==> config.mk <==
export PLATFORM = sky130hd
export DESIGN_NAME = clk_period_meter_flat
export DESIGN_NICKNAME = d
export VERILOG_FILES = /design/src/rtl/clk_period_meter_if.sv /design/src/rtl/clk_period_meter.sv /design/src/flat_wrapper.sv
export SDC_FILE = /design/constraint.sdc
export NUM_CORES = 1
export LEC_CHECK = 0
export CAP_MARGIN = 10
export CORE_ASPECT_RATIO = 2
export CORE_MARGIN = 4
export CORE_UTILIZATION = 50
export CTS_CLUSTER_DIAMETER = 60
export CTS_CLUSTER_SIZE = 20
export DETAILED_ROUTE_END_ITERATION = 12
export PLACE_DENSITY = 0.76
export SYNTH_ARGS = -nofsm -noshare
export SYNTH_HDL_FRONTEND = slang
export SYNTH_SLANG_ARGS = --single-unit
==> constraint.sdc <==
create_clock -name in_clk -period 3.2 [get_ports in_clk]
set_input_delay 0.32 -clock in_clk [delete_from_list [all_inputs] [get_ports in_clk]]
set_output_delay 0.32 -clock in_clk [all_outputs]
set_load 0.02 [all_outputs]
==> src/rtl/clk_period_meter_if.sv <==
// rtl/clk_period_meter_if.sv - signal bundle between a measured source and clk_period_meter
interface clk_period_meter_if #(
    parameter int WIDTH = 32
);
    logic             enable;
    logic             sig_in;
    logic [WIDTH-1:0] period;
    logic [WIDTH-1:0] high_time;
    logic             valid;
    logic             timeout;

    modport master (
        output enable,
        output sig_in,
        input  period,
        input  high_time,
        input  valid,
        input  timeout
    );

    modport slave (
        input  enable,
        input  sig_in,
        output period,
        output high_time,
        output valid,
        output timeout
    );
endinterface

==> src/rtl/clk_period_meter.sv <==
// rtl/clk_period_meter.sv - period / high-time meter for a slow asynchronous square wave
module clk_period_meter #(
    parameter int WIDTH       = 32,
    parameter int SYNC_STAGES = 2,
    parameter int TIMEOUT     = 1000000
) (
    input  logic                  in_clk,
    input  logic                  reset,
    clk_period_meter_if.slave     bus
);
    typedef enum logic [1:0] {IDLE, ARM, MEASURE} state_t;

    localparam logic [WIDTH-1:0] TO_LIMIT = WIDTH'(TIMEOUT);

    state_t                 state;
    logic [SYNC_STAGES-1:0] sync;
    logic                   sig_s;
    logic                   sig_d;
    logic                   rise;
    logic                   fall;
    logic [WIDTH-1:0]       cnt;
    logic [WIDTH-1:0]       hcnt;
    logic [WIDTH-1:0]       hshadow;
    logic [WIDTH-1:0]       cnt_inc;
    logic [WIDTH-1:0]       hcnt_inc;

    assign sig_s    = sync[SYNC_STAGES-1];
    assign cnt_inc  = cnt + WIDTH'(1);
    assign hcnt_inc = hcnt + WIDTH'(1);

    // Edge flags are registered so a rise captured at edge k is acted on at k+SYNC_STAGES+1.
    always_ff @(posedge in_clk) begin
        if (reset) begin
            sync  <= '0;
            sig_d <= 1'b0;
            rise  <= 1'b0;
            fall  <= 1'b0;
        end else begin
            sync  <= {sync[SYNC_STAGES-2:0], bus.sig_in};
            sig_d <= sig_s;
            rise  <= sig_s & ~sig_d;
            fall  <= ~sig_s & sig_d;
        end
    end

    always_ff @(posedge in_clk) begin
        if (reset) begin
            state         <= IDLE;
            cnt           <= '0;
            hcnt          <= '0;
            hshadow       <= '0;
            bus.period    <= '0;
            bus.high_time <= '0;
            bus.valid     <= 1'b0;
            bus.timeout   <= 1'b0;
        end else begin
            bus.valid <= 1'b0;
            if (!bus.enable) begin
                state       <= IDLE;
                cnt         <= '0;
                hcnt        <= '0;
                hshadow     <= '0;
                bus.timeout <= 1'b0;
            end else begin
                case (state)
                    IDLE: begin
                        cnt   <= '0;
                        hcnt  <= '0;
                        state <= ARM;
                    end
                    ARM: begin
                        // cnt only feeds the timeout here; no result is produced until MEASURE.
                        if (rise) begin
                            cnt   <= '0;
                            hcnt  <= '0;
                            state <= MEASURE;
                        end else if (cnt_inc == TO_LIMIT) begin
                            bus.timeout <= 1'b1;
                            cnt         <= '0;
                        end else begin
                            cnt <= cnt_inc;
                        end
                    end
                    MEASURE: begin
                        if (rise) begin
                            bus.period    <= cnt_inc;
                            bus.high_time <= hshadow;
                            bus.valid     <= 1'b1;
                            bus.timeout   <= 1'b0;
                            cnt           <= '0;
                            hcnt          <= '0;
                        end else begin
                            if (fall) begin
                                hshadow <= hcnt_inc;
                            end
                            if (cnt_inc == TO_LIMIT) begin
                                bus.timeout <= 1'b1;
                                cnt         <= '0;
                                hcnt        <= '0;
                                state       <= ARM;
                            end else begin
                                cnt  <= cnt_inc;
                                hcnt <= hcnt_inc;
                            end
                        end
                    end
                    default: state <= IDLE;
                endcase
            end
        end
    end
endmodule
==> src/flat_wrapper.sv <==
// flat-port wrapper written by rule: the top's interface ports become plain ports
module clk_period_meter_flat 
#(
    parameter int WIDTH       = 32,
    parameter int SYNC_STAGES = 2,
    parameter int TIMEOUT     = 1000000
)
  (in_clk, reset, bus_enable, bus_sig_in, bus_period, bus_high_time, bus_valid, bus_timeout);
  clk_period_meter_if #(.WIDTH(WIDTH)) bus_i ();
  input  logic in_clk;
  input  logic reset;
  input wire logic [$bits(bus_i.enable)-1:0] bus_enable;
  input wire logic [$bits(bus_i.sig_in)-1:0] bus_sig_in;
  output wire logic [$bits(bus_i.period)-1:0] bus_period;
  output wire logic [$bits(bus_i.high_time)-1:0] bus_high_time;
  output wire logic [$bits(bus_i.valid)-1:0] bus_valid;
  output wire logic [$bits(bus_i.timeout)-1:0] bus_timeout;
  assign bus_i.enable = bus_enable;
  assign bus_i.sig_in = bus_sig_in;
  assign bus_period = bus_i.period;
  assign bus_high_time = bus_i.high_time;
  assign bus_valid = bus_i.valid;
  assign bus_timeout = bus_i.timeout;
  clk_period_meter #(.WIDTH(WIDTH), .SYNC_STAGES(SYNC_STAGES), .TIMEOUT(TIMEOUT)) u_core (.in_clk(in_clk), .reset(reset), .bus(bus_i));
endmodule
==> results_dict.tcl <==
set metrics [dict create \
    switching_share_pct 20.8 \
    critical_path.slowest_cell "or4_4" \
    drv_cap 0 \
    cp-start-kind "flip-flop" \
    numPortBuffers 69 \
    worstPathMaxFanout 12 \
    clock_latency_ns 0.43 \
    top_layer "met4" \
    cp-end-kind "flip-flop" \
    die_x_um 97.1 \
    path_cells "ha_1 > nand2_1 > or4_4 > buf_4 > nor3_2 > nand4_1 > a2111oi_4 > nand4_4 > buf_4 > clkbuf_16 > a31oi_1 > mux2i_1" \
    drv_slew 0 \
    synth_warnings 0 \
    synthArstFlopShare_pct 0 \
    finalHoldViolations 0 \
    synth_cell_type_count 55 \
    p_switching_mw 0.892 \
    rows 64 \
    path_delay_family "simple AND/OR/NAND/NOR gates" \
    min_path_cells 4 \
    arrival_ns 3.45 \
    wirelength_mm 23.6 \
    seqPwrFrac_pct 49.3 \
    wl_met2_mm 13.1 \
    syn_to_final_growth_pct 24.5 \
    synth-seq-area-share_pct 42.6 \
    finalCritPeriodShare_pct 98.4 \
    ys.flop_type "dfxtp_1" \
    dieHeight_um 186 \
    stdcell_count 1295 \
    coreArea_sq_um 15500 \
    cpPeakStageDelay_ns 0.57 \
    hold_path_class "input port to flip-flop" \
    track_usage_pct 25.9 \
    layout_commonest_cell "dfxtp_1" \
    ios 70 \
    grt-ovfl-total 0 \
    layout_common_cells "163 x dfxtp_1, 158 x nand2_1, 108 x nor2_1" \
    vias_per_cell 5.92 \
    final_layout_size_suffix_gt1_share_pct 13.2 \
    worst_slew_pin_slew_ns 0.715 \
    synth_top_area_cell "dfxtp_1" \
    antenna_cells 0 \
    dieArea_sq_um 18100 \
    finalSetupViolations 0 \
    yosysTopAreaCellShare_pct 42.6 \
    worstHoldEndpoint "u_core.hshadow[29]" \
    antenna_found_initial 0 \
    powerDensity_nw_per_um2 433 \
    clock_path_buffers 2 \
    power_mw 4.28 \
    cp_common_cell "buf_4" \
    outcome "finished, final reports clean" \
    htree_levels 4 \
    clkSlewWorstSetupHoldPaths_ns 0.07 \
    wl_per_cell_um 18.3 \
    wl_met3_um 969 \
    crit-reg2reg-launch "u_core.cnt[0]" \
    final_nets 1097 \
    drt_iter0_drc 396 \
    first_pass_iters 5 \
    p_clk_share_pct 48.9 \
    worst-path-buf-inv 3 \
    gp_congestion 1.01 \
    synth_area_sq_um 7930 \
    post-route-drc-count 0 \
    synth.area.top_cells "dfxtp_1 43%, nand2_1 7.5%, nor2_1 5.1%" \
    ys_seq_elements 169 \
    grt_pass1_vias 7361 \
    cts_tree "yes" \
    combPwrFrac_pct 1.9 \
    wl_met1_mm 7.93 \
    grt_max_degree 66 \
    r2r_setup_slack_ns 0.05 \
    place_inst 1261 \
    clock-sinks 169 \
    syn_inst 996 \
    dp_hpwl_mm 17.2 \
    relSlewSlack_pct 52.4 \
    crit_required_ns 3.50 \
    fmax_mhz 318 \
    reg2reg_to "u_core.hcnt[2]" \
    leakage_nw 3.26 \
    synth-edff-count 0 \
    reg2reg_depth 12 \
    syn_nets 1007 \
    ant_nets 0 \
    ir_drop_v 0.000354 \
    synth.avg_cell_area_sq_um 7.96 \
    hold_start "reset" \
    grt_pass1_wl_mm 37.2 \
    cts_made_buffers 17 \
    critPathKind "flip-flop to flip-flop" \
    initial_core_util_pct 51.3 \
    intPower_mw 3.39 \
    tns_ns 0 \
    cts_root_buffer "clkbuf_16" \
    whs_ns 0.331 \
    vias 7667 \
    fin_worst_skew_ns 0.0110 \
    min_period_ns 3.15 \
]
## worst max-delay path by stage
stage | cells after the start | slack [ns] | to | from
after floorplan | 13 | 0.02 | u_core.cnt[19] | u_core.cnt[0]
after global placement | 10 | 0.04 | u_core.hcnt[27] | u_core.cnt[4]
after detailed placement | 10 | -0.06 | u_core.hcnt[28] | u_core.cnt[4]
after CTS | 10 | 0.02 | u_core.hcnt[28] | u_core.cnt[4]
after global routing | 12 | -0.08 | u_core.hcnt[2] | u_core.cnt[0]
final | 12 | 0.05 | u_core.hcnt[2] | u_core.cnt[0]
## worst min-delay path, cell delays in order
cell     delay, ns
buf_2         0.12
nor2b_1       0.12
o21ai_0       0.10
a21oi_1       0.05
## layer usage
metal  up-vias  GRT usage (%)
li1       3725              -
met1      3581           24.4
met2       263           50.2
met3        98           4.26
met4         0           18.6
met5         -              0
## cell type report
type | instances | area (sq um)
fill | 1337 | 5580
timing repair buffer | 150 | 1370
clock inverter | 7 | 119
tap | 198 | 248
sequential | 169 | 3390
clock buffer | 23 | 468
multi-input combinational | 730 | 4220
inverter | 18 | 67.6
## state kept, by name, summed over array words and instances (netlist names), 2 cells and up
signal,cells
u_core.bus.high_time,32
u_core.hshadow,32
u_core.state,2
u_core.cnt,32
u_core.bus.period,32
u_core.sync,2
u_core.hcnt,32
## cell families (layout without fill, tap and decap cells)
group,Yosys count,count (layout),synth area share (%)
flops,169,169,42.6
buf+inv,97,198,5.13
mux,8,8,1.03
xor+xnor,42,42,4.64
fa+ha+maj,7,7,1.10
simple gates,463,463,28.3
compound gates,210,210,17.2
## power by group through the flow
stage          sequential, mW  combinational (mW)  clock, mW
2_1_floorplan            2.16              0.0527          0
3_3_place_gp             2.16              0.0786          0
3_5_place_dp             2.16              0.0794          0
4_1_cts                  2.11              0.0800       2.12
5_1_grt                  2.11              0.0883       2.21
6_report                 2.11              0.0810       2.09
## synthesized netlist by cell type, types with 4 or more instances
library cell  count
nand3b_1          6
clkbuf_1         51
a211oi_1         39
and4_1            5
inv_1            18
buf_4             4
nor2b_1          10
or3_1            10
nor2_1          108
xnor2_1          27
a21oi_1          56
o31ai_1           4
o22ai_1           6
mux2i_1           7
and3_1           11
or2_2            10
a311oi_1         14
nor4_1           18
nand2_1         158
buf_1             7
ha_1              7
o211ai_1         20
nor3_1           14
o21ai_1           7
and2_1           10
nand3_1          63
dfxtp_1         169
o21ai_0          20
xor2_1           15
nand4_1          17
buf_2            16
a31oi_1          34
or4_1             4
## through the flow
stage               setup slack, ns  instance area, sq um  util, %
finish                       0.0517                  9880     63.9
global route                -0.0774                  9880     63.9
CTS                          0.0187                  9760     63.2
detailed placement          -0.0568                  9150     59.2
global placement             0.0382                  9150     59.2
floorplan                    0.0190                  7940        -
## timing repair
action                     CTS  global route
setup endpoints to repair   31            59
resized for setup            4            14
hold buffers                 0             0
cloned                       0             1
pin swaps                    0             5
buffers inserted             0             3
Note: power is estimated with default switching activity, not from simulation.
